--- config.mk ---
export PLATFORM = sky130hd
export DESIGN_NAME = counter_redirect_ctrl
export DESIGN_NICKNAME = d
export VERILOG_FILES = /design/src/rtl/Counter_redirect_pkg.sv /design/src/rtl/counter_flush_timer.sv /design/src/rtl/counter_redirect_ctrl.sv
export SDC_FILE = /design/constraint.sdc
export NUM_CORES = 1
export LEC_CHECK = 0
export CAP_MARGIN = 5
export CORE_MARGIN = 3
export CORE_UTILIZATION = 39
export CTS_BUF_LIST = sky130_fd_sc_hd__clkbuf_4
export CTS_CLUSTER_SIZE = 14
export DETAILED_ROUTE_END_ITERATION = 16
export GPL_TIMING_DRIVEN = 1
export PLACE_DENSITY = 0.86
export SYNTH_ARGS = -nofsm -noshare
export SYNTH_HDL_FRONTEND = slang
export SYNTH_SLANG_ARGS = --single-unit
export TNS_END_PERCENT = 50
--- constraint.sdc ---
create_clock -name ctrl -period 3.1 [get_ports ctrl]
set_input_delay 0.465 -clock ctrl [delete_from_list [all_inputs] [get_ports ctrl]]
set_output_delay 0.465 -clock ctrl [all_outputs]
set_load 0.005 [all_outputs]
--- src/rtl/Counter_redirect_pkg.sv ---
// Shared types for the PC-redirect sequencer: clock/reset bundle, redirect
// rank ordering and the default exception vector.
package Counter_redirect_pkg;

  // Clock/reset bundle; reset is synchronous and active-high.
  typedef struct packed {
    logic clk;
    logic rst;
  } Util_Control_T;

  // Numeric order of the encoding is the priority order (higher wins).
  typedef enum logic [1:0] {
    RANK_NONE = 2'd0,
    RANK_BR   = 2'd1,
    RANK_JR   = 2'd2,
    RANK_EXC  = 2'd3
  } redirect_rank_t;

  localparam logic [31:0] EXC_VECTOR_DEFAULT = 32'h8000_0180;

endpackage

--- src/rtl/counter_flush_timer.sv ---
// Loadable down-counter that times the flush window after a redirect issue.
// Loads DELAY+1, counts down while dec_i is high, flags nonzero.
module counter_flush_timer #(
  parameter int DELAY = 0
) (
  input  logic clk_i,
  input  logic rst_i,
  input  logic load_i,
  input  logic dec_i,
  output logic nonzero_o
);

  localparam int CNT_W = $clog2(DELAY + 2);
  localparam logic [CNT_W-1:0] RELOAD = CNT_W'(DELAY + 1);

  logic [CNT_W-1:0] cnt_q;
  logic [CNT_W-1:0] cnt_d;

  assign nonzero_o = (cnt_q != '0);

  // Reload wins over decrement so a new issue inside a window restarts it.
  always_comb begin
    cnt_d = cnt_q;
    if (load_i) begin
      cnt_d = RELOAD;
    end else if (dec_i && nonzero_o) begin
      cnt_d = cnt_q - CNT_W'(1);
    end
  end

  // Counter state register.
  always_ff @(posedge clk_i) begin
    if (rst_i) begin
      cnt_q <= '0;
    end else begin
      cnt_q <= cnt_d;
    end
  end

endmodule

--- src/rtl/counter_redirect_ctrl.sv ---
// PC-redirect sequencer feeding the program-counter counter. Ranks branch,
// register-jump and exception requests, holds the winner across stalls,
// drives the counter's d/load/enable and opens a flush window after issue.
module counter_redirect_ctrl
  import Counter_redirect_pkg::*;
#(
  parameter int          WIDTH      = 32,
  parameter int          DELAY      = 0,
  parameter logic [31:0] EXC_VECTOR = EXC_VECTOR_DEFAULT
) (
  input  Util_Control_T    ctrl,
  input  logic             stall,
  input  logic             br_valid,
  input  logic [WIDTH-1:0] br_target,
  input  logic             jr_valid,
  input  logic [WIDTH-1:0] jr_target,
  input  logic             exc_valid,
  output logic [WIDTH-1:0] cnt_d,
  output logic             cnt_load,
  output logic             cnt_enable,
  output logic             flush,
  output logic             busy
);

  localparam logic [WIDTH-1:0] EXC_TGT = WIDTH'(EXC_VECTOR);

  typedef struct packed {
    redirect_rank_t   rank;
    logic [WIDTH-1:0] target;
  } redirect_req_t;

  logic clk;
  logic rst;
  assign clk = ctrl.clk;
  assign rst = ctrl.rst;

  redirect_req_t  req;
  redirect_rank_t pend_rank_q, pend_rank_d;
  logic [WIDTH-1:0] pend_tgt_q, pend_tgt_d;
  logic issue;

  // Highest-ranked incoming request; branch/jump are wrong-path while flushing.
  always_comb begin
    req.rank   = RANK_NONE;
    req.target = '0;
    if (exc_valid) begin
      req.rank   = RANK_EXC;
      req.target = EXC_TGT;
    end else if (jr_valid && !flush) begin
      req.rank   = RANK_JR;
      req.target = jr_target;
    end else if (br_valid && !flush) begin
      req.rank   = RANK_BR;
      req.target = br_target;
    end
  end

  assign busy       = (pend_rank_q != RANK_NONE);
  assign issue      = busy && !stall;
  assign cnt_load   = issue;
  assign cnt_d      = busy ? pend_tgt_q : '0;
  assign cnt_enable = !stall && !cnt_load && !rst;

  // Pending update: strictly-higher rank replaces, otherwise clear on issue.
  always_comb begin
    pend_rank_d = pend_rank_q;
    pend_tgt_d  = pend_tgt_q;
    if (req.rank > pend_rank_q) begin
      pend_rank_d = req.rank;
      pend_tgt_d  = req.target;
    end else if (issue) begin
      pend_rank_d = RANK_NONE;
    end
  end

  // Pending rank is control state and is reset; it also qualifies the target.
  always_ff @(posedge clk) begin
    if (rst) begin
      pend_rank_q <= RANK_NONE;
    end else begin
      pend_rank_q <= pend_rank_d;
    end
  end

  // Pending target is pure data, only meaningful while the rank is valid.
  always_ff @(posedge clk) begin
    pend_tgt_q <= pend_tgt_d;
  end

  counter_flush_timer #(
    .DELAY (DELAY)
  ) u_flush_timer (
    .clk_i     (clk),
    .rst_i     (rst),
    .load_i    (issue),
    .dec_i     (!stall),
    .nonzero_o (flush)
  );

endmodule

; Word-level counts from Yosys, hierarchy flattened
; Cells that the tools add are included.
[totals]
regBits = 35
inputBits = 70
[op_classes]
reduce_logical = 13
muxes = 8
magnitude_cmp = 1
addsub = 1
[ops]
columns = op, count
row1 = 34-bit two-way mux, 2
row2 = 33-bit two-way mux, 1
row3 = 32-bit two-way mux, 1
row4 = 1-bit logical AND, 6
row5 = 2-bit nonzero test, 3
row6 = 1-bit logical NOT, 4
row7 = 2-bit two-way mux, 2
row8 = 2-bit > comparator, 1
row9 = 1-bit two-way mux, 2
row10 = 1-bit subtractor (second input constant), 1

; Logic depth before layout (Yosys ltp)
; Gate-level depths: netlist of the first run.
[depth]
word_depth = 7
depth_mapped = 8

; Cells and area by module
; Synthesis of the first run repeated with hierarchy kept, for this count alone.
[hier_totals]
cells_unflattened = 167
hier_area_um2 = 1814.2
[modules_own_cells]
columns = module, seq_area_each_um2, n_inst, cells_per_inst, area_per_inst_um2
row1 = counter_redirect_ctrl, 1001.0, 1, 163, 1775.5
row2 = counter_flush_timer, 20.0, 1, 4, 38.8

; Worst setup path after synthesis of the first run
; Ideal clock, no wire load.
[synth_path]
path_kind = input-to-reg
from = input jr_valid
to = register pend_tgt_q[0], enable pin
setup_slack_ns = 0.579
stages = 7
path_buffers = 1
setup_time_ns = 0.387
required_ns = 2.713
arrival_time_ns = 2.135
cell_sequence = nor2b_1 clkbuf_2 or2_2 ha_1 nor2b_1 o21ai_1 inv_1
[synth_between]
elab_chain_len = 4
[synth_lines]
columns = element, line
row1 = start: declaration, counter_redirect_ctrl.sv:15  ; input logic jr_valid,
row2 = 1-bit logical AND, counter_redirect_ctrl.sv:49  ; end else if (jr_valid && !flush) begin
row3 = 34-bit two-way mux, counter_redirect_ctrl.sv:49
row4 = 34-bit two-way mux, counter_redirect_ctrl.sv:46  ; if (exc_valid) begin
row5 = 2-bit > comparator, counter_redirect_ctrl.sv:68  ; if (req.rank > pend_rank_q) begin
row6 = end signal: assignment, counter_redirect_ctrl.sv:87  ; pend_tgt_q <= pend_tgt_d;
row7 = end: declaration, counter_redirect_ctrl.sv:39  ; logic [WIDTH-1:0] pend_tgt_q, pend_tgt_d;
; Every way passes these cells.
; A chain may end at the register's enable or synchronous reset.

==> results of run 1 <==
worst max-delay path, stage by stage:
cell	delay [ns]
clkbuf_4	0.12
clkbuf_4	0.13
nor3_1	0.16
clkdlybuf4s50_1	0.54
layer usage:
metal | track usage [%] | part of all wire (%)
met4 | 6.237 | 1.1
met1 | 17.22 | 36
met3 | 6.840 | 11
met5 | 0 | 0
met2 | 28.44 | 52
metrics by stage:
step                total power, mW  cells  worst slack (ns)  util (%)
finish                        2.177    323            0.1361     66.89
global route                  2.336    323           0.07659     66.89
floorplan                     1.340    165            0.5786         -
CTS                           2.213    323            0.1054     66.89
detailed placement            1.896    311            0.4208     65.02
global placement              1.865    311            0.4211     65.02
sequential cells by signal, indices dropped and copies added (netlist names):
register                 flops
pend_tgt_q                  32
pend_rank_q                  2
u_flush_timer.nonzero_o      1
path summary, 6_finish.rpt:
| kind | start | end | slack (ns) |
|---|---|---|---|
| setup / recovery | ctrl[0] | cnt_enable | 0.14 |
| hold / removal | ctrl[0] | u_flush_timer.nonzero_o | -0.01 |
| setup reg to reg | u_flush_timer.nonzero_o | pend_tgt_q[10] | 1.05 |
| hold reg to reg | pend_rank_q[1] | pend_rank_q[1] | 0.51 |
report_power, final:
group / leakage (nW) / internal (mW) / switching [mW] / total, mW
clock: 0.0634 / 0.160 / 0.177 / 0.337
sequential: 0.358 / 0.806 / 0.0532 / 0.859
combinational: 0.694 / 0.552 / 0.429 / 0.981
total: 1.11 / 1.52 / 0.659 / 2.18
synthesized netlist by cell type, types with 2 or more instances:
master	count	share of area (%)
inv_1	2	0.42
a22oi_1	29	12
ha_1	2	1.4
and2_1	32	11
dfxtp_1	3	3.3
nand2_1	2	0.42
clkbuf_1	7	1.5
edfxtp_1	32	53
nor2_1	31	6.5
nor2b_1	3	1.0
a21oi_1	2	0.56
buf_2	4	1.1
a221o_1	3	1.7
buf_4	3	1.3
cell families after synthesis:
group           synth area share [%]
flops                          56.79
mux                           0.6263
simple gates                   22.06
fa+ha+maj                      1.392
buf+inv                        4.523
compound gates                 14.61
area by class of cell:
| cell class | instances | area, sq um |
|---|---|---|
| multi-input combinational | 113 | 698.2 |
| inverter | 2 | 7.507 |
| fill | 367 | 1461 |
| clock buffer | 10 | 77.57 |
| timing repair buffer | 108 | 1069 |
| sequential | 35 | 1021 |
| clock inverter | 3 | 15.01 |
| tap | 52 | 65.06 |
==> flow_summary.yaml, run 1 <==
die:
  fp.dieW_microns: 73.90
  die_h_microns: 73.90
  core_sq_um: 4414
  initial_core_util_pct: 40.73
  rows: 24
  io_pins: 106
  dieArea_sq_um: 5461
synth:
  avgSynthCellArea_sq_um: 10.90
  synth_cell_types: 24
  syn_inst: 165
  ys_async_sr_fraction_pct: 0
  synth_seq_cells: 35
  synth_edf_count: 32
  synth_warnings: 0
  seq_area_frac_synth_pct: 56.78
  syn_nets: 237
  synth_flop_cell: "edfxtp_1"
  syn-cell-area_sq_um: 1798
drt:
  viasPerCell: 4.938
  drt_iter0_drc: 104
  vias: 1595
  ant_nets: 0
  routedWlPerCell_microns: 13.56
  drtPass1Iterations: 4
  drcViolationCount: 0
  routed_wirelength_microns: 4381
min_path:
  hold_depth: 3
  hp-class: "clk2reg"
sta:
  slew_viol_final: 0
  final-setup-viol-count: 0
  hold-worst-slack_ns: -0.01317
  rsz0062_at_grt: "no"
  worst_clock_skew_ns: 0.005128
  hold_viol: 1
  final.setup.tns_ns: 0
  slew_headroom_pct: 43.17
  tightest_slew_ns: 0.8525
placement:
  portBuffers: 104
  globalplace.congestion: 0.7291
  placed_area_sq_um: 2870
  hpwl_microns: 3355
pwr:
  leakagePower_nw: 1.115
  ir_worst_vdd_uv: 564.5
  power_density_nw_per_um2: 737.4
setup_path:
  cp_max_fo: 2
  critPathKind: "clk2out"
  cp-end-kind: "output pin"
  required_ns: 2.63
  startpoint_type: "clock port"
  rr_worst_depth: 7
  cp.arrival_ns: 2.50
grt:
  grt_max_degree: 36
  antenna_found_initial: 0
  grt_pass1_wl_microns: 6582
  overflow: 0
  grt_pass1_vias: 1493
  track_usage_pct: 16.22
cells_and_area:
  area_delta_synth_final_pct: 64.23
  final_nets: 341
  layout_common_cells: "clkdlybuf4s50_1, and2_1, edfxtp_1"
  num_antenna_cells: 0
  final_common_cell: "clkdlybuf4s50_1"
  drive_gt1_share_pct: 8.118
  fin_area_sq_um: 2953
status:
  run_status: "complete, but fails checks"
  violations: "hold timing"
job:
  drv_cap: 0
cts:
  worstSkewPairLatency_ns: 0.32
  clk_pin_slew_ns: 0.10
  post_cts_buffers: 0
  cts_tree: "yes"
  cts-resized-gates: 0
  cts_hold_buf: 0
Note: power is estimated with default switching activity, not from simulation.
==> run 2, diff against run 1 <==
--- a/config.mk
+++ b/config.mk
@@ -9,7 +9,7 @@
 export CORE_MARGIN = 3
 export CORE_UTILIZATION = 39
 export CTS_BUF_LIST = sky130_fd_sc_hd__clkbuf_4
-export CTS_CLUSTER_SIZE = 14
+export CTS_CLUSTER_SIZE = 28
 export DETAILED_ROUTE_END_ITERATION = 16
 export GPL_TIMING_DRIVEN = 1
 export PLACE_DENSITY = 0.86
==> constraint.sdc (replaced) <==
create_clock -name ctrl -period 3.1 [get_ports ctrl]
set_input_delay 0.465 -clock ctrl [delete_from_list [all_inputs] [get_ports ctrl]]
set_output_delay 0.465 -clock ctrl [all_outputs]
set_load 0.05 [all_outputs]
==> flow_summary.yaml, run 2 (same netlist as run 1, synthesis figures left out) <==
placement:
  portBuffers: 104
  placed_area_sq_um: 2870
  placed_cells_incl_taps: 311
  globalplace.congestion: 0.7100
  hpwl_microns: 3415
status:
  run_status: "complete, but fails checks"
  violations: "hold timing"
drt:
  ant_nets: 0
  drtPass1Iterations: 4
  drt_iter0_drc: 85
  routed_wirelength_microns: 4627
  drcViolationCount: 0
  vias: 1610
  routedWlPerCell_microns: 14.33
  viasPerCell: 4.985
grt:
  grt_pass1_wl_microns: 7176
  grt_max_degree: 36
  antenna_found_initial: 0
  track_usage_pct: 17.76
  grt_pass1_vias: 1588
  overflow: 0
setup_path:
  r2r-start: "u_flush_timer.nonzero_o"
  worstPathCellList: "clkbuf_4 > clkbuf_4 > nor3_1 > dlygate4sd2_1"
  critPathKind: "clk2out"
  required_ns: 2.63
  startpoint_type: "clock port"
  cp_slowest_cell: "dlygate4sd2_1"
  cp_max_fo: 2
  max_stage_delay_ns: 0.56
  cpMostUsedCell: "clkbuf_4"
  startpoint: "ctrl[0]"
  cp.arrival_ns: 2.52
  cp-end-kind: "output pin"
pwr:
  seqPwrFrac_pct: 29.6
  power_density_nw_per_um2: 978.4
  ir_worst_vdd_uv: 852.8
  p_int_mw: 1.598
  combPwrFrac_pct: 55.0
  clkPwrFrac_pct: 15.4
  netSwitchingFraction_pct: 45.11
  p_switching_mw: 1.313
  leakagePower_nw: 1.127
cells_and_area:
  final_nets: 341
  num_antenna_cells: 0
  layout.cells.non_filler: 323
  finish.utilization_pct: 67.40
  registers.top_by_ff_count: "pend_tgt_q"
  drive_gt1_share_pct: 8.118
  layout_common_cells: "clkdlybuf4s50_1, and2_1, edfxtp_1"
  area_delta_synth_final_pct: 65.48
  fin_area_sq_um: 2975
  final_common_cell: "clkdlybuf4s50_1"
  largest_register_ffs: 32
cts:
  cts_hold_buf: 0
  cts_tree: "yes"
  clk_pin_slew_ns: 0.10
  worstSkewPairLatency_ns: 0.34
  post_cts_buffers: 0
die:
  dieArea_sq_um: 5461
  core_sq_um: 4414
  io_pins: 106
  rows: 24
  initial_core_util_pct: 40.73
  die_h_microns: 73.90
  fp.dieW_microns: 73.90
sta:
  rsz0062_at_grt: "no"
  tightest_slew_ns: 0.5269
  final.setup.tns_ns: 0
  final-setup-viol-count: 0
  worst_clock_skew_ns: 0.007649
  slew_viol_final: 0
  hold_viol: 3
  slew_headroom_pct: 64.76
  hold-worst-slack_ns: -0.02594
min_path:
  min-delay-start: "ctrl[0]"
  hp-class: "clk2reg"
job:
  drv_cap: 0
==> run 2: cell count changes in the layout (fill, tap and decap cells not counted) <==
cell | previous run | this run
clkinv_2 | 3 | 1
clkinv_1 | 0 | 1
or2_1 | 1 | 0
dlygate4sd2_1 | 0 | 1
clkdlybuf4s50_1 | 104 | 103
or2_2 | 1 | 2
bufinv_16 | 0 | 1
==> run 2: area by class of cell <==
class	instances	area (sq um)
Clock buffer	10	76.32
Clock inverter	3	38.79
Fill cell	364	1439
Inverter	2	7.507
Multi-Input combinational cell	113	698.2
Sequential cell	35	1021
Tap cell	52	65.06
Timing Repair Buffer	108	1069
==> run 2: worst max-delay path: cells and delay by family <==
kind / cells / cell delay, ns
and+or+nand+nor: 1 / 0.16
buffers and inverters: 3 / 0.81
==> run 2: power groups by stage <==
stage	Sequential [mW]	Clock (mW)	Combinational [mW]
final	0.861	0.448	1.60
after global routing	0.882	0.486	1.70
after CTS	0.864	0.461	1.62
after detailed placement	0.875	0.0472	1.62
after global placement	0.862	0.0472	1.59
after floorplan	0.881	0.0359	1.05
==> run 2: what timing repair did <==
action,CTS,global route
gates resized for setup,1,1
pin swaps,0,0
hold endpoints to repair,0,0
setup endpoints to repair,1,11
==> run 2: final timing paths <==
path | endpoint | slack [ns] | depth (start not counted)
setup / recovery | cnt_enable | 0.12 | 4
hold reg to reg | pend_rank_q[1] | 0.51 | 2
hold / removal | u_flush_timer.nonzero_o | -0.03 | 3
setup reg to reg | pend_tgt_q[11] | 1.04 | 7
==> run 2: metal layers <==
metal	wire [microns]	up-vias	share of wire, %	track usage [%]
li1	-	800	-	-
met1	1842	727	40	20.69
met2	2303	74	50	28.84
met3	384	9	8.3	6.156
met4	96	0	2.1	9.256
met5	0	-	0	0
==> run 2: stage by stage <==
step / power (mW) / setup slack [ns] / hold WS (ns)
finish: 2.911 / 0.1191 / -0.02594
global placement: 2.497 / 0.1179 / 0.06907
detailed placement: 2.539 / 0.1169 / 0.06907
global route: 3.067 / 0.04636 / -0.03540
floorplan: 1.970 / 0.009207 / 0.06907
CTS: 2.945 / 0.06376 / -0.03917
==> RTL change 1, RTL diff (config.mk and constraints of run 1) <==
Change the parameter `WIDTH` from 32 to 48.
--- a/src/rtl/counter_redirect_ctrl.sv
+++ b/src/rtl/counter_redirect_ctrl.sv
@@ -6,3 +6,3 @@
 #(
-  parameter int          WIDTH      = 32,
+  parameter int          WIDTH      = 48,
   parameter int          DELAY      = 0,
Interface: changed (resized br_target, cnt_d and jr_target); port bits go from 106 to 154. The function was not compared with the original's and may differ.
==> RTL change 1 against run 1 <==
The flow still finishes with violations (negative hold slack). Clock skew is 0.0038 ns higher. Register-to-register slack got worse by 0.46 ns. Largest cell class unchanged. Area after synthesis rose by 44%. First-iteration DRC count rose by 25%. Wire length rose by 55%. Sequential cell count up 16. Die area up 40%. Worst setup slack improved by 0.016 ns. Largest power group unchanged. Hold slack lost 0.045 ns. Final area increased by 43%. Non-clock buffer count grew 48. Global-route usage is 1.7 points higher. Cell count is 42% higher. Power is 41% higher.
==> RTL change 1: results (changes against run 1) <==
skew_ns: 0.008896  # was 0.005128 ns
globalplace.congestion: 0.7116  # was 0.7291
p_switching_uw: 933.0  # was 658.8 uW
irDropWorstVdd_mv: 0.5032  # was 0.5645 mV
synth_sequential_area_ratio_pct: 58.06  # was 56.78%
first_iter_violations: 130  # was 104
hpwlAfterDp_um: 5147  # was 3355 um
leakagePower_uw: 0.001584  # was 0.001115 uW
drive_above_1_share_pct: 6.005  # was 8.118%
yosys-mux-area-fraction_pct: 0.4354  # was 0.6263%
placedCellCount: 448  # was 311
transition_time_of_the_tightest_slew_check_pin_ns: 0.9679  # was 0.8525 ns
synth-edff-count: 48  # was 32
run_status: "complete, but fails checks"  # unchanged
worst_hold_path_type: "clk2reg"  # unchanged
final_nets: 485  # was 341
netlist_cell_types: 23  # was 24
grt_max_degree: 49  # was 36
via_count: 2284  # was 1595
place.port_buffers: 152  # was 104
groute.layer.met1.usage_pct: 17.97  # was 17.22%
pg_seq_uw: 1260  # was 859 uW
worst_skew_pair.late_latency_ns: 0.35  # was 0.32 ns
power.share.sequential_pct: 41.0  # was 39.5%
failed_checks: "negative hold slack"  # unchanged
whs_ns: -0.05795  # was -0.01317 ns
first_pass_iters: 4  # unchanged
dpl-instance-area_um2: 4140  # was 2870 um2
data_arrival_time_of_the_worst_path_ns: 2.48  # was 2.50 ns
globalRouteMet2Util_pct: 33.22  # was 28.44%
grt_first_pass_wirelength_um: 10390  # was 6582 um
place_ws_ns: 0.009715  # was 0.4208 ns
syn_nets: 338  # was 237
netlist_top_cells_area: "edfxtp_1, a22oi_1, and2_1"  # unchanged
grt_util_met3_pct: 7.190  # was 6.840%
synthTopCellsByCount: "and2_1, edfxtp_1, nor2_1"  # unchanged
drt-met1-wl_um: 2375  # was 1563 um
cts.reportedPaths.clkPinSlew_ns: 0.13  # was 0.10 ns
post_synth_adder_cell_area_pct: 0.9676  # was 1.392%
flip_flop_count_of_the_largest_register_all_copies_and_words_added: 48  # was 32
synth_compound_area_share_pct: 14.80  # was 14.61%
route.met3.wl_um: 749  # was 482 um
clock_power_share_pct: 13.7  # was 15.5%
wl_per_cell_um: 14.76  # was 13.56 um
finalHoldViolCount: 3  # was 1
fin_cells: 460  # was 323
avgSynthCellArea_um2: 11.05  # was 10.90 um2
groute.usage.overall_pct: 17.91  # was 16.22%
wl_met2_um: 3591  # was 2286 um
-- RTL change 1: changes by cell type in the layout (fill, tap and decap cells not counted), moves of 3 or more --
cell | run 1 | this run
a22oi_1 | 29 | 45
and2_1 | 32 | 48
clkbuf_4 | 9 | 12
clkdlybuf4s50_1 | 104 | 151
clkinv_2 | 3 | 0
edfxtp_1 | 32 | 48
nor2_1 | 31 | 48
-- RTL change 1: worst paths after layout --
kind | start | endpoint | slack [ns] | cells after the start
min | ctrl[0] | u_flush_timer.nonzero_o | -0.06 | 3
min reg2reg | pend_rank_q[1] | pend_rank_q[1] | 0.52 | 2
max | ctrl[0] | cnt_enable | 0.15 | 4
max reg2reg | u_flush_timer.nonzero_o | pend_tgt_q[6] | 0.59 | 6
-- RTL change 1: area by class of cell --
cell class	instances	area, um2
repair buffers	156	1544
clock buffers	13	100.1
multi-input cells	161	980.9
flip-flops and latches	51	1501
well taps	77	96.34
fillers	523	2156
inverters	2	7.507
==> RTL change 2, RTL diff (flow settings as in run 1) <==
Made on the original files. Add an input register stage for `jr_target`, with the module's reset; this delays it by one clock. The other inputs are not delayed to match.
--- a/src/rtl/counter_redirect_ctrl.sv
+++ b/src/rtl/counter_redirect_ctrl.sv
@@ -31,2 +31,12 @@
 
+  logic [WIDTH-1:0] jr_target_q;
+
+  always_ff @(posedge clk) begin
+    if (rst) begin
+      jr_target_q <= '0;
+    end else begin
+      jr_target_q <= jr_target;
+    end
+  end
+
   logic clk;
@@ -50,3 +60,3 @@
       req.rank   = RANK_JR;
-      req.target = jr_target;
+      req.target = jr_target_q;
     end else if (br_valid && !flush) begin
Behaviour: not the same (a bounded check fails within 4 cycles, from zero or initial values).
==> RTL change 2 against run 1 <==
Wire length is 48% higher. First-iteration DRC count is 38% lower. Via count is 31% higher. Final area is 33% higher. Sequential cell count is 32 higher. Worst setup slack better by 0.17 ns. Area after synthesis is 48% higher. Non-clock buffer count stayed put. Critical path depth stayed put. Clock power grew to 2.9 times the old value. Power is 60% higher.
==> RTL change 2: results (changes against run 1) <==
synth_compound_area_share_pct: 9.887  # was 14.61%
run_status: "finished clean"  # was complete, but fails checks
via_count: 2090  # was 1595
synth_sequential_area_ratio_pct: 62.52  # was 56.78%
reg_to_reg_critical_path_endpoint: "pend_tgt_q[29]"  # was pend_tgt_q[10]
netlist_top_cells_area: "edfxtp_1, dfxtp_1, nor2b_1"  # was edfxtp_1, a22oi_1, and2_1
crit_path_max_incr_delay_ns: 0.26  # was 0.54 ns
synth-main-ff-cell: "dfxtp_1"  # was edfxtp_1
groute.layer.met1.usage_pct: 17.26  # was 17.22%
final_nets: 411  # was 341
drive_above_1_share_pct: 8.934  # was 8.118%
irDropWorstVdd_mv: 0.4432  # was 0.5645 mV
synthTopCellsByCount: "dfxtp_1, nor2b_1, and2_1, edfxtp_1, nor2_1"  # was and2_1, edfxtp_1, nor2_1
wirelength_um: 6490  # was 4381 um
worst_skew_pair.late_latency_ns: 0.40  # was 0.32 ns
grt_util_met3_pct: 9.125  # was 6.840%
postCtsResizedCells: 1  # was 0
hpwlAfterDp_um: 4591  # was 3355 um
yosys-mux-area-fraction_pct: 0.4237  # was 0.6263%
globalRouteMet2Util_pct: 27.46  # was 28.44%
end_of_the_worst_hold_path: "jr_target_q[15]"  # was u_flush_timer.nonzero_o
skew_ns: 0.01381  # was 0.005128 ns
syn_nets: 304  # was 237
netlist_cell_types: 23  # was 24
grt_first_pass_wirelength_um: 10010  # was 6582 um
critical_path.slowest_cell: "dlygate4sd2_1"  # was clkdlybuf4s50_1
worst_slew_margin_rel_pct: 44.52  # was 43.17%
grt_pass1_vias: 2278  # was 1493
antenna_cells_inserted: 0  # unchanged
-- RTL change 2: area by class of cell --
| cell class | instances | area [um2] | area share (%) |
|---|---|---|---|
| flip-flops and latches | 67 | 1662 | 42.28 |
| multi-input cells | 145 | 895.9 | 22.80 |
| repair buffers | 108 | 1069 | 27.19 |
| clock inverters | 9 | 78.83 | 2.006 |
| clock buffers | 16 | 121.4 | 3.088 |
| well taps | 77 | 96.34 | 2.451 |
| inverters | 2 | 7.507 | 0.1910 |
-- RTL change 2: worst max-delay path by stage --
stage                   startpoint             to  slack [ns]  cells after the start
floorplan                 jr_valid  pend_tgt_q[0]        0.57                      7
global placement           ctrl[0]     cnt_enable        0.42                      2
detailed placement         ctrl[0]     cnt_enable        0.42                      2
CTS                        ctrl[0]     cnt_enable        0.26                      4
global route        pend_rank_q[0]       cnt_load        0.14                      3
finish                     ctrl[0]     cnt_enable        0.31                      4
-- RTL change 2: report_power, final --
group	leakage (uW)	internal (uW)	switching [uW]
sequential	0.000626	1390	102
combinational	0.000676	565	460
clock	0.000190	414	556
-- RTL change 2: routing by layer --
metal | vias to the layer above | wire length, um | part of all wire [%]
met4 | 0 | 232 | 3.6
met1 | 963 | 2419 | 37
li1 | 1013 | - | -
met2 | 95 | 3420 | 53
met3 | 19 | 417 | 6.4
met5 | - | 0 | 0
-- RTL change 2: per-stage QoR --
stage | util [%] | hold slack [ns] | cells | setup WS, ns | total power, uW
floorplan | - | 0.07161 | 232 | 0.5722 | 2197
detailed placement | 57.90 | 0.06907 | 400 | 0.4208 | 2678
CTS | 60.85 | 0.02974 | 424 | 0.2639 | 3553
finish | 60.85 | 0.03094 | 424 | 0.3052 | 3492
global route | 60.85 | 0.03364 | 424 | 0.1363 | 3747
global placement | 57.90 | 0.06907 | 400 | 0.4218 | 2631
